## src/rtl/mul_arb_pkg.sv

```systemverilog
// Shared definitions for the multiplier-sharing arbiter: FSM state encoding
// and the default sizing constants used by the top and its picker.
package mul_arb_pkg;

  typedef enum logic [1:0] {
    IDLE    = 2'b00,
    ISSUE   = 2'b01,
    WAIT    = 2'b10,
    RESPOND = 2'b11
  } arbState_t;

  localparam int DEFAULT_WIDTH   = 8;
  localparam int DEFAULT_NREQ    = 4;
  localparam int DEFAULT_TIMEOUT = 40;

endpackage

```

## src/rtl/rr_picker.sv

```systemverilog
// Round-robin winner selection: scans pointer+1, pointer+2, ... modulo NREQ
// and returns the first asserted request. Purely combinational.
module rr_picker #(
  parameter int NREQ = mul_arb_pkg::DEFAULT_NREQ,
  localparam int PW  = $clog2(NREQ)
) (
  input  logic [NREQ-1:0] req,
  input  logic [PW-1:0]   pointer,
  output logic [PW-1:0]   winner,
  output logic            any
);

  logic [PW-1:0] idx;
  logic          found;
  logic          hit;

  assign any = |req;

  // Walk the requesters starting just after the last grant; first hit wins.
  always_comb begin
    winner = {PW{1'b0}};
    found  = 1'b0;
    idx    = {PW{1'b0}};
    hit    = 1'b0;
    for (int i = 1; i <= NREQ; i++) begin
      idx    = PW'((int'(pointer) + i) % NREQ);
      hit    = req[idx] & ~found;
      winner = hit ? idx : winner;
      found  = found | req[idx];
    end
  end

endmodule

```

## src/rtl/mul_share_arbiter.sv

```systemverilog
// Shares one sequential multiplier among NREQ requesters. Grants round-robin,
// captures the winner's operands, starts the multiplier, waits for done under
// a watchdog and returns the product (or a timeout error) to the owner.
// Every output is either a register or a decode of registered state/owner.
module mul_share_arbiter
  import mul_arb_pkg::*;
#(
  parameter int NREQ    = DEFAULT_NREQ,
  parameter int WIDTH   = DEFAULT_WIDTH,
  parameter int TIMEOUT = DEFAULT_TIMEOUT
) (
  input  logic                  clk,
  input  logic                  reset,
  input  logic [NREQ-1:0]       req,
  input  logic [NREQ*WIDTH-1:0] req_a,
  input  logic [NREQ*WIDTH-1:0] req_b,
  output logic [NREQ-1:0]       ack,
  output logic [NREQ-1:0]       rsp_valid,
  output logic [2*WIDTH-1:0]    rsp_product,
  output logic                  rsp_error,
  output logic                  mul_start,
  output logic [WIDTH-1:0]      mul_a,
  output logic [WIDTH-1:0]      mul_b,
  input  logic                  mul_done,
  input  logic [2*WIDTH-1:0]    mul_product,
  output logic                  mul_clear,
  output logic                  busy
);

  localparam int PW = $clog2(NREQ);
  localparam int CW = $clog2(TIMEOUT);

  arbState_t          state;
  arbState_t          nextState;
  logic [PW-1:0]      owner;
  logic [PW-1:0]      pointer;
  logic [PW-1:0]      winner;
  logic               anyReq;
  logic [CW-1:0]      count;
  logic               timeoutHit;
  logic               errorFlag;
  logic [WIDTH-1:0]   mulA;
  logic [WIDTH-1:0]   mulB;
  logic [2*WIDTH-1:0] rspProduct;
  logic [NREQ-1:0]    ownerOneHot;

  rr_picker #(.NREQ(NREQ)) picker (
    .req     (req),
    .pointer (pointer),
    .winner  (winner),
    .any     (anyReq)
  );

  // Last WAIT cycle: the watchdog fires on this edge unless done arrives too.
  assign timeoutHit  = (count == CW'(TIMEOUT - 1));
  assign ownerOneHot = NREQ'(1'b1) << owner;

  assign mul_a       = mulA;
  assign mul_b       = mulB;
  assign rsp_product = rspProduct;

  // State register.
  always_ff @(posedge clk or posedge reset) begin
    if (reset) begin
      state <= IDLE;
    end else begin
      state <= nextState;
    end
  end

  // Next-state logic; done takes priority over the watchdog in WAIT.
  always_comb begin
    nextState = state;
    case (state)
      IDLE: begin
        if (anyReq) begin
          nextState = ISSUE;
        end else begin
          nextState = IDLE;
        end
      end
      ISSUE: begin
        nextState = WAIT;
      end
      WAIT: begin
        if (mul_done) begin
          nextState = RESPOND;
        end else if (timeoutHit) begin
          nextState = RESPOND;
        end else begin
          nextState = WAIT;
        end
      end
      RESPOND: begin
        nextState = IDLE;
      end
      default: begin
        nextState = IDLE;
      end
    endcase
  end

  // Transaction datapath: grant capture, watchdog count and result capture.
  always_ff @(posedge clk or posedge reset) begin
    if (reset) begin
      owner      <= {PW{1'b0}};
      pointer    <= PW'(NREQ - 1);
      count      <= {CW{1'b0}};
      errorFlag  <= 1'b0;
      mulA       <= {WIDTH{1'b0}};
      mulB       <= {WIDTH{1'b0}};
      rspProduct <= {(2*WIDTH){1'b0}};
    end else begin
      case (state)
        IDLE: begin
          if (anyReq) begin
            owner   <= winner;
            pointer <= winner;
            mulA    <= req_a[winner*WIDTH +: WIDTH];
            mulB    <= req_b[winner*WIDTH +: WIDTH];
          end
        end
        ISSUE: begin
          count <= {CW{1'b0}};
        end
        WAIT: begin
          if (mul_done) begin
            rspProduct <= mul_product;
            errorFlag  <= 1'b0;
          end else if (timeoutHit) begin
            rspProduct <= {(2*WIDTH){1'b0}};
            errorFlag  <= 1'b1;
          end else begin
            count <= count + CW'(1'b1);
          end
        end
        RESPOND: begin
          errorFlag <= errorFlag;
        end
        default: begin
          count <= {CW{1'b0}};
        end
      endcase
    end
  end

  // Output decode from registered state and owner only.
  always_comb begin
    ack       = {NREQ{1'b0}};
    rsp_valid = {NREQ{1'b0}};
    rsp_error = 1'b0;
    mul_start = 1'b0;
    mul_clear = 1'b0;
    busy      = (state != IDLE);
    case (state)
      ISSUE: begin
        ack       = ownerOneHot;
        mul_start = 1'b1;
      end
      RESPOND: begin
        rsp_valid = ownerOneHot;
        rsp_error = errorFlag;
        mul_clear = errorFlag;
      end
      IDLE, WAIT: begin
        mul_start = 1'b0;
      end
      default: begin
        busy = 1'b1;
      end
    endcase
  end

endmodule
```

## config.mk

```make
export PLATFORM = sky130hd
export DESIGN_NAME = mul_share_arbiter
export DESIGN_NICKNAME = d
export VERILOG_FILES = /design/src/rtl/mul_arb_pkg.sv /design/src/rtl/rr_picker.sv /design/src/rtl/mul_share_arbiter.sv
export SDC_FILE = /design/constraint.sdc
export NUM_CORES = 1
export LEC_CHECK = 0
export ABC_AREA = 1
export BUFFER_PORTS_ARGS = -buffer_cell sky130_fd_sc_hd__buf_2
export CAP_MARGIN = 10
export CORE_ASPECT_RATIO = 1.4
export CORE_MARGIN = 3
export CORE_UTILIZATION = 50
export CTS_CLUSTER_DIAMETER = 30
export DETAILED_ROUTE_END_ITERATION = 6
export PLACE_DENSITY = 0.89
export SYNTH_ARGS = -nofsm -noshare
export SYNTH_HDL_FRONTEND = slang
export SYNTH_SLANG_ARGS = --single-unit
```

## constraint.sdc

```tcl
create_clock -name clk -period 4 [get_ports clk]
set_input_delay 0.4 -clock clk [delete_from_list [all_inputs] [get_ports clk]]
set_output_delay 0.4 -clock clk [all_outputs]
set_load 0.02 [all_outputs]
```

### After elaboration in Yosys (flattened, before gate mapping)

Cells that the tools add are included.

* bitwise logic cells: 8
* $lt $le $gt $ge: 4
* multiplexer cells: 27
* $add $sub $neg: 5
* equal/unequal tests: 6
* reduce and logical (&&, ||, !) cells: 8
* shifts and indexed selects: 3

Operators with widths (count)
* $shiftx A32 B6 Y8: 2
* $mux W16: 2
* $lt A2 B3 Y1 const B: 4
* $mux W6: 2
* $pmux W6 S2: 1
* $mux W1: 11
* $bmux W1 S2: 4
* $mux W2: 4
* $mux W4: 2
* $pmux W2 S4: 1
* $add A6 B1 Y6 const B: 1
* $eq A6 B6 Y1 const B: 1
* $reduce_bool A2 Y1: 3
* $add A2 B1 Y2 const B: 2
* $add A2 B2 Y2 const B: 2
* $eq A2 B2 Y1 const B: 2
* $ne A2 B2 Y1 const B: 2
* $reduce_and A2 Y1: 2
* $reduce_or A4 Y1: 1
* $shl A1 B2 Y4 const A: 1
* $and A1 B1 Y1: 3
* $not A1 Y1: 3
* $reduce_and A3 Y1: 1
* $eq A2 B1 Y1 const B: 1
* 2 further kinds: 3

* bits in registers: 45
* output and inout port bits: 44
* bits of input ports: 87
* word-level logic and storage cells: 69

### Logic depth before layout (Yosys ltp)

* depth in word-level cells: 9
* mapped depth: 14
* gate-level depth less buffers: 13

### Hierarchy

A second synthesis with hierarchy kept.

* cells, all modules: 381
* area, all modules: 2653.8 um^2

Modules (own cells, without submodules)
* mul_share_arbiter: instances 1, area an instance 2369.8 um^2, sequential area each 1128.6 um^2, cells an instance 322
* rr_picker: instances 1, area an instance 284.0 um^2, sequential area each 0.0 um^2, cells an instance 59

### Least setup slack after synthesis

OpenSTA, ideal clock, no wires.

* path type: flip-flop to flip-flop
* from: register pointer[0]
* to: register mulA[4], in the netlist mul_a[4]
* period minus slack after synthesis: 1.953 ns
* data arrival time: 1.835 ns
* setup time: 0.117 ns
* required time: 3.883 ns
* path buffers: 2
* stages on the path, launching flop included: 12
* path slack: 2.047 ns
* path through: dfstp_2 buf_4 nand2_1 nand3_1 nand2_4 nor2_8 nand3_4 a21oi_4 buf_12 nand3_2 nand3_1 nand2_1

* cells in the longest elaborated chain, start to end: 9
* elaborated cells on any way between the ends: 25
* those cells by class: 4 x add/sub; 1 x shift; 12 x mux; 8 x bitwise

RTL lines
* start: declaration: line mul_share_arbiter.sv:36 `logic [PW-1:0] pointer;`
* start signal: assignment: line mul_share_arbiter.sv:107 `pointer <= PW'(NREQ - 1);`
* start signal: assignment: line mul_share_arbiter.sv:118 `pointer <= winner;`
* $add A2 B1 Y2 or $add A2 B2 Y2 (tied branches): line rr_picker.sv:26 `idx = PW'((int'(pointer) + i) % NREQ);`
* $bmux W1 S2: line rr_picker.sv:27, rr_picker.sv:29
* $mux W1 (implied by the code): line rr_picker.sv:27, rr_picker.sv:29
* $not A1 Y1 or $or A1 B1 Y1 (tied branches): line rr_picker.sv:27, rr_picker.sv:29
* $and A1 B1 Y1, or another cell as far along: line rr_picker.sv:27 `hit = req[idx] & ~found;`
* $mux W2, or another cell as far along: line rr_picker.sv:28 `winner = hit ? idx : winner;`
* $mux W2 or $and A1 B1 Y1 (tied branches): line rr_picker.sv:28, rr_picker.sv:27
* $mux W2 *: line rr_picker.sv:28
* $shiftx A32 B6 Y8 *: line mul_share_arbiter.sv:119 `mulA <= req_a[winner*WIDTH +: WIDTH];`
* end signal: assignment: line mul_share_arbiter.sv:110 `mulA <= {WIDTH{1'b0}};`
* end signal: assignment: line mul_share_arbiter.sv:119
* end: declaration: line mul_share_arbiter.sv:42 `logic [WIDTH-1:0] mulA;`

Mark *: on every way between the ends. The rest lies on a longest branch, timed or not. The select of a mux whose other input is x is not followed.
A chain may end at the register's enable or synchronous reset.

### Final worst setup path

* from: register pointer[0]
* to: register mulB[1], in the netlist mul_b[1]

* cells in the longest elaborated chain, start to end: 9
* elaborated cells on any way between the ends: 25
* those cells by class: 4 x add/sub; 1 x shift; 12 x mux; 8 x bitwise

RTL lines
* $add A2 B1 Y2 or $add A2 B2 Y2 (tied branches): line rr_picker.sv:26
* $bmux W1 S2: line rr_picker.sv:27, rr_picker.sv:29
* $mux W1 (implied by the code): line rr_picker.sv:27, rr_picker.sv:29
* $not A1 Y1 or $or A1 B1 Y1 (tied branches): line rr_picker.sv:27, rr_picker.sv:29
* $and A1 B1 Y1, or another cell as far along: line rr_picker.sv:27
* $mux W2, or another cell as far along: line rr_picker.sv:28
* $mux W2 or $and A1 B1 Y1 (tied branches): line rr_picker.sv:28, rr_picker.sv:27
* $mux W2 *: line rr_picker.sv:28
* $shiftx A32 B6 Y8 *: line mul_share_arbiter.sv:120 `mulB <= req_b[winner*WIDTH +: WIDTH];`
* end signal: assignment: line mul_share_arbiter.sv:111 `mulB <= {WIDTH{1'b0}};`
* end signal: assignment: line mul_share_arbiter.sv:120
* end: declaration: line mul_share_arbiter.sv:43 `logic [WIDTH-1:0] mulB;`

Marks and branches as above.

==> impl_metrics.env <==
export IMPL_wl_um=7500
export IMPL_vias=2904
export IMPL_power_ir_vdd_worst_mv=0.533
export IMPL_min_period_over_period_pct=74.9
export IMPL_die_w_um=69.8
export IMPL_synth_top_cell_by_area="dfrtp_1"
export IMPL_postCtsHoldBufs=0
export IMPL_drc=0
export IMPL_drt_first_iter_violations=187
export IMPL_ys_types=34
export IMPL_start_util_pct=53.3
export IMPL_crit_chain="inv_2 > nand2_1 > nand2_1 > nand2_4 > nand2_4 > o21bai_1 > nand2_1 > nand2_2 > nand2_2 > nand2_1 > nand3_2 > nand3_2 > nand2_1"
export IMPL_maxUsedRoutingLayer="met4"
export IMPL_synth_top_cell_area_share_pct=37.7
export IMPL_synth_edf_count=0
export IMPL_grt_pass1_vias=2727
export IMPL_core_um2=5350
export IMPL_end_kind="flop"
export IMPL_final_min_clock_period_ps=2990
export IMPL_clk_pin_slew_ps=80
export IMPL_ys_top_cells_by_area="dfrtp_1 (38%), nand3_1 (14%), nand2_1 (13%)"
export IMPL_grt_overflow=0
export IMPL_dr_wl_met2_um=3930
export IMPL_wl_per_cell_um=13.9
export IMPL_holdCritPathClass="in -> async"
export IMPL_nFillCells=431
export IMPL_power_density_nw_per_um2=977
export IMPL_clockBufferDepth=2
export IMPL_port_buffers=130
export IMPL_drive_gt1_share_pct=37.3
export IMPL_synth_nets=446
export IMPL_grt_max_degree=46
export IMPL_cts_root_buf="clkbuf_8"
export IMPL_ys_ff_latch=45
export IMPL_dpl_instance_area_um2=3480
export IMPL_die_area_um2=6660
export IMPL_fp_dieH_um=95.4
export IMPL_avgSynthCellArea_um2=8.08
export IMPL_synth_most_common_cell="nand2_1"
export IMPL_syn_inst=353
export IMPL_async_reset_ff_share_pct=100
export IMPL_antenna_found_initial=0
export IMPL_cts_made_buffers=5
export IMPL_cp_arrival_ps=3180
export IMPL_cts_tree="done"
export IMPL_yosys_warnings=0
export IMPL_antenna_cells=0
export IMPL_clkSinkCount=45
export IMPL_met1_length_um=2910
export IMPL_crit_type="reg -> reg"
export IMPL_fmax_mhz=334
export IMPL_finClkSkew_ps=5.47
export IMPL_cts_resized=0
export IMPL_dp_hpwl_um=5570
export IMPL_ys_seq_area_share_pct=39.6
export IMPL_critPathMaxFanout=33
export IMPL_fin_area_um2=3600
export IMPL_grtUsageTotal_pct=22.4
export IMPL_clock_latency_ps=300
export IMPL_dr_wl_met3_um=520
export IMPL_synth_area_um2=2850
export IMPL_tightest_slew_ps=906
export IMPL_relSlewSlack_pct=39.5
export IMPL_rsz0062_at_grt="false"
export IMPL_yosys_top_cells_count="nand2_1 (95), nand3_1 (77), dfrtp_1 (43), inv_1 (23), a22o_1 (16)"
export IMPL_synth_flop_cell="dfrtp_1"
export IMPL_cp_start_kind="flop"
export IMPL_finalSetupViolations=0
export IMPL_setup_tns_ps=0
export IMPL_crit_top_cell="nand2_1"
export IMPL_nets=566
export IMPL_cpMaxStageDelayCell="dfstp_2"
export IMPL_gp_congestion=0.935
export IMPL_row_count=31
export IMPL_finalMaxSlewViolations=0
export IMPL_finalHoldViolations=0
export IMPL_grt_pass1_wl_um=12200
export IMPL_drt_pass1_iterations=4
export IMPL_h_tree_depth=2
export IMPL_routed_via_density=5.38
export IMPL_ioPinCount=131
export IMPL_postRouteAntennaNets=0
export IMPL_cap_violations=0
export IMPL_dp_cells=532
export IMPL_syn_to_final_growth_pct=26.2
export IMPL_critPathRequiredTime_ps=4190
export IMPL_status="finished clean"
export IMPL_post_cts_buffers=0
export IMPL_max_stage_delay_ps=690
export IMPL_fin_cells=540
export IMPL_p_leak_nw=2.01
[critical path, delay by kind of cell, from the launching register on]
kind	cells	cell delay [ps]
buffers and inverters	1	130
flip-flops	1	690
AND/OR/NAND/NOR	11	1940
AO/OA/AOI/OAI	1	120
[state kept, by name (all words and copies together) (netlist names)]
name         count
owner            2
pointer          2
mul_b            8
count            6
rsp_product     16
state            2
mul_a            8
errorFlag        1
[report_power, final]
group          total (mW)  internal (mW)  switching (mW)
Clock               0.362          0.203           0.159
Sequential          0.837          0.679           0.157
Combinational        2.32          0.771            1.55
Total                3.52           1.65            1.86
[metal layers]
| layer | vias to the layer above | track usage, % |
|---|---|---|
| met5 | - | 0 |
| met4 | 0 | 8.15 |
| met3 | 11 | 3.69 |
| met2 | 112 | 40.5 |
| met1 | 1357 | 26.7 |
| li1 | 1424 | - |
[cell usage in the layout (no fill, tap or decap), types with 3 or more instances in the layout]
master      n
nand2_4     7
nor2_1      7
a21oi_1     5
inv_2       3
inv_1      22
clkbuf_8    6
nand2_1    95
dfrtp_1    43
nand3_1    77
nand2_2     4
nor3_1     11
ha_1        6
o21ai_0     6
nand3_2    14
buf_2     130
a22o_1     16
[logic make-up (layout without fill, tap and decap cells)]
| kind of cell | after synthesis | after routing | share of synthesized area [%] |
|---|---|---|---|
| simple gates | 223 | 223 | 40.5 |
| buf+inv | 45 | 166 | 7.68 |
| compound gates | 33 | 33 | 9.34 |
| fa+ha+maj | 6 | 6 | 2.63 |
| xor+xnor | 1 | 1 | 0.307 |
| flops | 45 | 45 | 39.6 |
[through the flow]
step	worst slack (ps)	total power, mW	utilization (%)	hold slack [ps]
5_1_grt	720	3.81	67.3	315
2_1_floorplan	2050	2.74	-	466
3_3_place_gp	1150	3.09	65.0	458
3_5_place_dp	1030	3.17	65.0	461
4_1_cts	1010	3.54	67.3	311
6_report	1010	3.52	67.3	288
[area by class of cell]
cell class              instances  area (um2)  share of cell area [%]
well taps                      66        82.6                    2.29
repair buffers                131         658                    18.3
multi-input cells             263        1510                    41.9
inverters                      27         104                    2.88
clock buffers                   6        82.6                    2.29
flip-flops and latches         45        1130                    31.3
clock inverters                 2        37.5                    1.04
[path summary, 6_finish.rpt]
check,start,to,slack (ps),depth (start not counted)
max reg2reg,pointer[0],mul_b[1],1010,13
min in group clk,mul_product[0],rsp_product[0],320,2
min,reset,mul_b[2],290,2
max,pointer[0],mul_b[1],1010,13
max in group asynchronous,reset,rsp_product[12],3140,2
min reg2reg,mul_b[5],mul_b[5],480,2
No activity file was read; power rests on OpenSTA's default activity.
